`config.mk`:
```
export PLATFORM = sky130hd
export DESIGN_NAME = force_wb_ring_node
export DESIGN_NICKNAME = d
export VERILOG_FILES = /design/src/rtl/force_wb_ring_node.sv
export SDC_FILE = /design/constraint.sdc
export NUM_CORES = 1
export LEC_CHECK = 0
export BUFFER_PORTS_ARGS = -buffer_cell sky130_fd_sc_hd__buf_2
export CAP_MARGIN = 5
export CORE_AREA = 2 2 330 332
export DETAILED_ROUTE_END_ITERATION = 8
export DIE_AREA = 0 0 332 334
export GPL_TIMING_DRIVEN = 0
export HOLD_SLACK_MARGIN = 0.15
export SLEW_MARGIN = 10
export SYNTH_ARGS = -nofsm -noshare
export SYNTH_HDL_FRONTEND = slang
export SYNTH_SLANG_ARGS = --single-unit
```
`constraint.sdc`:
```
create_clock -name clk -period 9.6 [get_ports clk]
set_input_delay 0.48 -clock clk [delete_from_list [all_inputs] [get_ports clk]]
set_output_delay 0.48 -clock clk [all_outputs]
set_load 0.01 [all_outputs]
```
`src/rtl/force_wb_ring_node.sv`:
```
// rtl/force_wb_ring_node.sv - force write-back ring node with local inject FIFO and eject port
//
// Buffers force write-back packets from the PE in a small FIFO, injects them
// into free slots of a stall-free unidirectional ring, forwards transit
// traffic, and ejects packets addressed to this node's cell to the force cache.
//
// Ports:
//   clk, rst          clock, asynchronous active-high reset
//   pe_wb_in/valid    PE packet {cell_x, cell_y, cell_z, particle_id, fx, fy, fz}
//   pe_ready          FIFO can accept a packet this cycle
//   ring_in/valid     packet and occupancy from the upstream ring node
//   ring_out/valid    registered packet and occupancy to the downstream node
//   local_wb_out/valid registered ejected packet to the force cache
//   fifo_empty        inject FIFO holds no packets
//   inject_count      packets popped from the FIFO, wraps at 2^16
module force_wb_ring_node #(
  parameter int DATA_WIDTH        = 32,
  parameter int CELL_ID_WIDTH     = 3,
  parameter int PARTICLE_ID_WIDTH = 7,
  parameter int ID_WIDTH          = 3*CELL_ID_WIDTH+PARTICLE_ID_WIDTH,
  parameter int WB_WIDTH          = ID_WIDTH+3*DATA_WIDTH,
  parameter int LOCAL_CELL_X      = 0,
  parameter int LOCAL_CELL_Y      = 0,
  parameter int LOCAL_CELL_Z      = 0,
  parameter int FIFO_DEPTH        = 8,
  parameter int FIFO_ADDR_WIDTH   = 3
) (
  input  logic                clk,
  input  logic                rst,
  input  logic [WB_WIDTH-1:0] pe_wb_in,
  input  logic                pe_wb_valid,
  output logic                pe_ready,
  input  logic [WB_WIDTH-1:0] ring_in,
  input  logic                ring_in_valid,
  output logic [WB_WIDTH-1:0] ring_out,
  output logic                ring_out_valid,
  output logic [WB_WIDTH-1:0] local_wb_out,
  output logic                local_wb_valid,
  output logic                fifo_empty,
  output logic [15:0]         inject_count
);

  localparam int CW = CELL_ID_WIDTH;
  localparam logic [CW-1:0] LX = CW'(LOCAL_CELL_X);
  localparam logic [CW-1:0] LY = CW'(LOCAL_CELL_Y);
  localparam logic [CW-1:0] LZ = CW'(LOCAL_CELL_Z);

  function automatic logic is_local(input logic [WB_WIDTH-1:0] pkt);
    return (pkt[WB_WIDTH-1 -: CW] == LX) &&
           (pkt[WB_WIDTH-1-CW -: CW] == LY) &&
           (pkt[WB_WIDTH-1-2*CW -: CW] == LZ);
  endfunction

  // Inject FIFO
  logic [WB_WIDTH-1:0]      mem [FIFO_DEPTH];
  logic [FIFO_ADDR_WIDTH-1:0] wr_ptr, rd_ptr;
  logic [FIFO_ADDR_WIDTH:0]   count;
  logic                       full;
  logic                       push, pop;
  logic [WB_WIDTH-1:0]        head;

  assign full       = (count == (FIFO_ADDR_WIDTH+1)'(FIFO_DEPTH));
  assign fifo_empty = (count == '0);
  // Gated by rst so the PE sees no ready while the node is held in reset.
  assign pe_ready   = !full && !rst;
  assign push       = pe_wb_valid && pe_ready;
  assign head       = mem[rd_ptr];

  // Slot arbitration: a matching ring packet owns the eject port and frees
  // its ring slot; a non-matching ring packet owns the ring slot.
  logic ring_match, ring_fwd, head_match, pop_eject, pop_inject;

  always_comb begin
    ring_match = ring_in_valid && is_local(ring_in);
    ring_fwd   = ring_in_valid && !is_local(ring_in);
    head_match = !fifo_empty && is_local(head);
    pop_eject  = head_match && !ring_match;
    pop_inject = !fifo_empty && !head_match && !ring_fwd;
    pop        = pop_eject || pop_inject;
  end

  always_ff @(posedge clk) begin
    if (push) begin
      mem[wr_ptr] <= pe_wb_in;
    end
  end

  always_ff @(posedge clk or posedge rst) begin
    if (rst) begin
      wr_ptr <= '0;
      rd_ptr <= '0;
      count  <= '0;
    end else begin
      if (push) wr_ptr <= wr_ptr + FIFO_ADDR_WIDTH'(1);
      if (pop)  rd_ptr <= rd_ptr + FIFO_ADDR_WIDTH'(1);
      case ({push, pop})
        2'b10:   count <= count + (FIFO_ADDR_WIDTH+1)'(1);
        2'b01:   count <= count - (FIFO_ADDR_WIDTH+1)'(1);
        default: count <= count;
      endcase
    end
  end

  // Output registers: valids reload every cycle, data holds when idle.
  always_ff @(posedge clk or posedge rst) begin
    if (rst) begin
      ring_out       <= '0;
      ring_out_valid <= 1'b0;
      local_wb_out   <= '0;
      local_wb_valid <= 1'b0;
      inject_count   <= '0;
    end else begin
      ring_out_valid <= ring_fwd || pop_inject;
      local_wb_valid <= ring_match || pop_eject;
      if (ring_fwd) begin
        ring_out <= ring_in;
      end else if (pop_inject) begin
        ring_out <= head;
      end
      if (ring_match) begin
        local_wb_out <= ring_in;
      end else if (pop_eject) begin
        local_wb_out <= head;
      end
      if (pop) begin
        inject_count <= inject_count + 16'd1;
      end
    end
  end

endmodule

```
==> results of run 1 <==
flip-flops by register name, summed over array words and instances (netlist names):
| signal | flops |
|---|---|
| rd_ptr | 3 |
| mem | 896 |
| count | 4 |
| local_wb_out | 112 |
| local_wb_valid | 1 |
| wr_ptr | 3 |
| ring_out_valid | 1 |
| inject_count | 16 |
| ring_out | 112 |
power by group:
group          internal [W]  total, W  leakage [nW]  switching, W
clock network       0.00273   0.00466          1.95       0.00193
registers           0.00605   0.00638          10.9      0.000331
logic               0.00214   0.00498          7.39       0.00284
total                0.0109    0.0160          20.2       0.00510
how the worst max path moves through the flow:
| stage | startpoint | end | slack (ns) | depth (start not counted) |
|---|---|---|---|---|
| final | rd_ptr[1]$_DFFE_PP0P_ | count[3]$_DFFE_PP0P_ | 4.45 | 15 |
| after global routing | rd_ptr[1]$_DFFE_PP0P_ | count[3]$_DFFE_PP0P_ | 4.23 | 15 |
| after CTS | rd_ptr[1]$_DFFE_PP0P_ | count[3]$_DFFE_PP0P_ | 4.41 | 15 |
| after detailed placement | rd_ptr[1]$_DFFE_PP0P_ | count[3]$_DFFE_PP0P_ | 4.45 | 15 |
| after global placement | rst | mem[1][24]$_DFFE_PP_ | -9.17 | 6 |
| after floorplan | rst | mem[0][0]$_DFFE_PP_ | 0.09 | 5 |
kinds of logic (layout without fill, tap and decap cells):
logic type / Yosys count / in the layout / share of synthesized area
flip-flops: 1148 / 1148 / 0.7433
AO/OA/AOI/OAI: 428 / 428 / 0.05419
AND/OR/NAND/NOR: 403 / 403 / 0.03781
multiplexers: 349 / 349 / 0.1413
buffers and inverters: 179 / 1182 / 0.01677
XOR/XNOR: 23 / 23 / 0.004509
adder cells (fa/ha/maj): 7 / 7 / 0.002128
other: 0 / 21 / 0
synth_stat cells, types with 10 or more instances:
library cell    n
mux2_2         12
and3_1         14
nand2_1       328
o21ai_0       146
xor2_1         12
nor3_1         10
xnor2_1        11
edfxtp_1      896
mux2i_1       113
nor2_1         12
o21ai_1        70
mux4_2        224
buf_2          17
clkbuf_1      101
dfrtp_1       252
buf_1          37
o22ai_1       206
buf_4          15
nand3_1        12
layout by cell type, fill, tap and decap left out, types with 4 or more instances in the layout:
master,Yosys,layout
nor2_1,12,5
clkinv_1,0,24
clkbuf_16,0,125
buf_12,0,26
o21ai_1,70,70
bufinv_16,0,12
clkinv_2,0,25
edfxtp_1,896,896
nand2_1,328,328
nor3_1,10,8
and3_1,14,14
o22ai_1,206,206
inv_6,0,8
mux2i_1,113,113
dlygate4sd3_1,0,229
o21ai_0,146,146
clkbuf_8,0,5
mux4_2,224,224
nor2_4,0,7
xnor2_1,11,11
and4_1,5,5
nand3_1,12,12
clkbuf_2,0,5
buf_2,17,487
dfrtp_1,252,252
mux2_2,12,12
clkinvlp_4,0,5
buf_1,37,37
diode_2,0,21
buf_16,0,14
xor2_1,12,12
clkbuf_1,101,120
inv_1,9,8
nand2b_1,4,4
ha_1,6,6
buf_6,0,12
buf_4,15,36
nand4_1,4,4
through the flow:
stage | TNS, ns | instance area [sq um] | hold WS, ns | total power (W)
after global routing | 0 | 56410 | 0.2378 | 0.01671
after detailed placement | 0 | 50100 | 0.4900 | 0.01141
final | 0 | 56430 | 0.2185 | 0.01602
after global placement | -3906.33 | 48800 | 0.4753 | 0.01132
after floorplan | 0 | 44680 | 0.4548 | 0.009489
after CTS | 0 | 56370 | 0.1574 | 0.01615
metal layers:
layer	vias to the layer above	GRT usage	share of wire
li1	11891	-	-
met1	14706	0.3093	0.40
met2	1171	0.4006	0.50
met3	235	0.04134	0.064
met4	8	0.08153	0.029
met5	-	0	0.00029
worst max-delay path: stages, from the launching register on:
cell,delay [ns]
dfrtp_1,0.37
buf_2,0.25
buf_4,0.28
clkbuf_1,0.93
mux2_2,0.47
nor4_1,0.48
nand4_1,0.47
and3_1,0.34
buf_2,0.17
ha_1,0.25
ha_1,0.30
a21o_1,0.18
a21oi_1,0.17
xnor2_1,0.13
nor2_1,0.07
xor2_1,0.14
final cells by class:
class                   count  area [sq um]  area share
diodes                     21         52.55   0.0009313
plain buffers             170         721.9     0.01279
clock buffers             154          3287     0.05825
clock inverters            76         696.9     0.01235
inverters                   9         41.29   0.0007318
multi-input cells        1210         10790      0.1912
flip-flops and latches   1148         33210      0.5886
well taps                1414          1769     0.03135
repair buffers            773          5858      0.1038
==> results.py, run 1 <==
metrics = {
    "outcome": {
        "run_status": "completed",
    },
    "timing": {
        "rsz0062_at_grt": "no",
        "timing_hold_violations_final": 0,
        "worst_pin_slew_ns": 1.277,
        "period_needed_ns": 5.148,
        "setup_viol": 0,
        "post-route-worst-setup-slack_ns": 4.452,
        "fin_crit_sh": 0.5363,
        "max_slew_margin": 0.1489,
        "drv_slew": 0,
        "fmax_mhz": 194.2,
        "skew_ns": 0.01812,
    },
    "clocking": {
        "cts_tree": "built",
        "root_buffer": "clkbuf_16",
        "clockBufferDepth": 3,
        "cts_hold_buf": 229,
        "cts.sinks": 1148,
        "clkTransAtPathRegs_ns": 0.06,
        "cts.repair.resized": 0,
        "cts_setup_buffers": 0,
        "cts_buffers": 120,
        "clock_latency_ns": 0.70,
        "h-tree-depth": 3,
    },
    "placement": {
        "place_ws_ns": 4.448,
        "dp_hpwl_mm": 92.10,
        "place_congestion": 0.8521,
        "io_buffers": 470,
        "dp.cells": 4495,
    },
    "hold_path": {
        "hold_depth": 3,
        "holdCritPathClass": "in -> reg",
        "hp-start": "ring_in_valid",
        "min_to": "ring_out[107]$_DFFE_PP0P_",
    },
    "yosys": {
        "yosysTopAreaCell": "edfxtp_1",
        "synthArstFlopShare": 0.2195,
        "syn_avg_cell_area_sq_um": 17.61,
        "synth_flop_cell": "edfxtp_1",
        "synth.distinct_cells": 38,
        "syn_nets": 2772,
        "netlist.area_leader.share": 0.6022,
        "ys_ff_latch": 1148,
        "ys_seq_area_frac": 0.7433,
        "yosys-top-cells-area": "edfxtp_1, dfrtp_1, mux4_2",
        "syn_inst": 2537,
        "synth_edf_count": 896,
        "syn_area_sq_um": 44680,
        "yosys_warnings": 0,
    },
    "drt": {
        "drt_iter0_drc": 2719,
        "via_per_inst": 5.630,
        "drt_first_pass_iters": 6,
        "avgRoutedWirePerCell_um": 26.67,
        "totalWireLength_mm": 132.7,
        "postRouteAntennaNets": 0,
        "drc_errors": 0,
        "via_count": 28011,
    },
    "power_and_ir_drop": {
        "p_per_area_nw_per_um2": 284.0,
        "ir_drop_uv": 188.6,
        "leakagePower_nw": 20.20,
    },
    "global_route": {
        "grt_pass1_vias": 29136,
        "antenna_found_initial": 25,
        "grt_pass1_wl_mm": 193.0,
        "grt_max_degree": 107,
        "grt_use_total": 0.2365,
        "overflow": 0,
    },
    "die": {
        "row_count": 121,
        "boundaryPins": 472,
        "die-height_um": 334,
        "core_sq_um": 107800,
        "die_area_sq_um": 110900,
        "start_util": 0.4145,
        "die_w_um": 332,
    },
    "layout": {
        "area_growth_pct": 26.29,
        "drive_gt1_frac": 0.2873,
        "finalNonFillerCells": 4975,
        "n_fill_cell": 8769,
        "final_util": 0.5235,
        "nNetsFinal": 3667,
    },
    "critical_path": {
        "cp_max_fo": 10,
        "worstRegToRegCells": 15,
        "arrival_ns": 5.72,
        "rr_endpoint": "count[3]$_DFFE_PP0P_",
        "regToRegStartpoint": "rd_ptr[1]$_DFFE_PP0P_",
        "start_kind": "flip-flop",
        "required_ns": 10.18,
        "r2r_slack_ns": 4.45,
        "critical_path_class": "reg -> reg",
        "critPathCaptureType": "flip-flop",
    },
    "run": {
        "max_cap_violations": 0,
    },
}
(Power assumes the default switching activity.)
==> run 2, diff against run 1 <==
clock period = 4.4 ns   (was 9.6 ns; I/O delays follow)
==> results.py, run 2 (synthesis gave the netlist of run 1 again) <==
metrics = {
    "outcome": {
        "run_status": "completed",
    },
    "drt": {
        "via_count": 28009,
        "postRouteAntennaNets": 0,
        "drt_iter0_drc": 2708,
        "totalWireLength_mm": 131.9,
        "avgRoutedWirePerCell_um": 26.60,
        "via_per_inst": 5.648,
        "drt_first_pass_iters": 6,
        "drc_errors": 0,
    },
    "layout": {
        "final_cell_mix": "edfxtp_1, buf_2, nand2_1, dfrtp_1, dlygate4sd3_1",
        "final_area_sq_um": 56490,
        "nNetsFinal": 3662,
        "drive_gt1_frac": 0.2841,
        "area_growth_pct": 26.44,
        "top_regs": "mem: 896 flops, local_wb_out: 112 flops, ring_out: 112 flops",
        "largest-register": "mem",
        "final_common_cell": "edfxtp_1",
        "largest_register_ffs": 896,
        "finalNonFillerCells": 4959,
    },
    "global_route": {
        "grt_pass1_wl_mm": 192.4,
        "grt_pass1_vias": 29096,
        "grt_max_degree": 41,
        "grt_use_total": 0.2355,
        "overflow": 0,
        "antenna_found_initial": 23,
    },
    "timing": {
        "worst_pin_slew_ns": 1.099,
        "rsz0062_at_grt": "no",
        "period_needed_ns": 4.271,
        "drv_slew": 0,
        "fmax_mhz": 234.1,
        "skew_ns": 0.02712,
        "post-route-worst-setup-slack_ns": 0.1286,
        "fin_crit_sh": 0.9708,
        "max_slew_margin": 0.2672,
        "hold_ws_ns": 0.2490,
        "setup_viol": 0,
        "timing_hold_violations_final": 0,
        "setup_tns_ns": 0,
    },
    "placement": {
        "io_buffers": 470,
        "place_ws_ns": -0.7246,
        "place_congestion": 0.8753,
        "dp_hpwl_mm": 91.33,
        "dp.cells": 4489,
        "place_area_sq_um": 50260,
    },
    "critical_path": {
        "cp-startpoint": "rd_ptr[0]$_DFFE_PP0P_",
        "arrival_ns": 4.88,
        "cp_max_fo": 10,
        "required_ns": 5.01,
        "critical_path_class": "reg -> reg",
        "critPathCaptureType": "flip-flop",
        "start_kind": "flip-flop",
        "regToRegStartpoint": "rd_ptr[0]$_DFFE_PP0P_",
    },
    "die": {
        "die_w_um": 332,
        "die_area_sq_um": 110900,
        "row_count": 121,
        "start_util": 0.4145,
        "boundaryPins": 472,
        "die-height_um": 334,
        "core_sq_um": 107800,
    },
    "clocking": {
        "clock_latency_ns": 0.71,
        "h-tree-depth": 3,
        "cts.sinks": 1148,
        "clockBufferDepth": 3,
        "clkTransAtPathRegs_ns": 0.06,
        "cts_tree": "built",
        "root_buffer": "clkbuf_16",
        "cts_buffers": 115,
    },
    "power_and_ir_drop": {
        "leakagePower_nw": 20.16,
        "ir_drop_uv": 366.0,
        "p_per_area_nw_per_um2": 614.3,
    },
    "run": {
        "max_cap_violations": 0,
    },
    "hold_path": {
        "holdCritPathClass": "in -> async",
    },
}
run 2: layout make-up:
class	instances	area [sq um]
antenna	15	37.54
buffer	170	758.2
clock buffer	169	3256
clock inverter	51	544.3
fill	8722	51300
inverter	9	37.54
multi-input combinational	1210	10810
sequential	1148	33210
tap	1414	1769
timing repair buffer	773	6070
run 2: metrics by stage:
| step | power [W] | utilization |
|---|---|---|
| final | 0.03471 | 0.5241 |
| after global routing | 0.03621 | 0.5240 |
| after CTS | 0.03498 | 0.5236 |
| after detailed placement | 0.02498 | 0.4663 |
| after global placement | 0.02465 | 0.4529 |
| after floorplan | 0.02068 | - |
run 2: worst paths after layout:
check,to,slack [ns],cells past startpoint
worst max-delay path,ring_out[10]$_DFFE_PP0P_,0.13,9
worst min-delay path,inject_count[0]$_DFFE_PP0P_,0.25,3
worst max register to register,ring_out[10]$_DFFE_PP0P_,0.13,9
worst min register to register,count[3]$_DFFE_PP0P_,0.50,1
max in group asynchronous,local_wb_out[45]$_DFFE_PP0P_,2.62,7
min in group clk,local_wb_out[93]$_DFFE_PP0P_,0.27,4
run 2: repair_timing:
action | in CTS | in global routing
pin swaps | 0 | 1
hold endpoints to repair | 1156 | 0
setup buffers | 0 | 1
setup endpoints to repair | 216 | 43
hold buffers | 234 | 0
resized for setup | 10 | 11
run 2: power breakdown:
part	total [W]	switching [W]	internal, W	leakage [nW]
clock network	0.00980	0.00409	0.00571	1.84
registers	0.0139	0.000712	0.0132	10.9
logic	0.0110	0.00628	0.00471	7.47
run 2: routing by layer:
layer / global-route usage / share of wire
met2: 0.4004 / 0.50
met3: 0.04355 / 0.071
met4: 0.06905 / 0.025
met5: 0 / 0.00052
met1: 0.3100 / 0.40
run 2: critical path, stage by stage, from the launching register on:
cell and delay (ns):
dfrtp_1 0.39, buf_2 0.34, mux4_2 0.55, mux2_2 0.32, or4_4 0.55, nor3_2 0.84, buf_4 0.49, buf_4 0.31
o22ai_1 0.12, o21ai_0 0.20
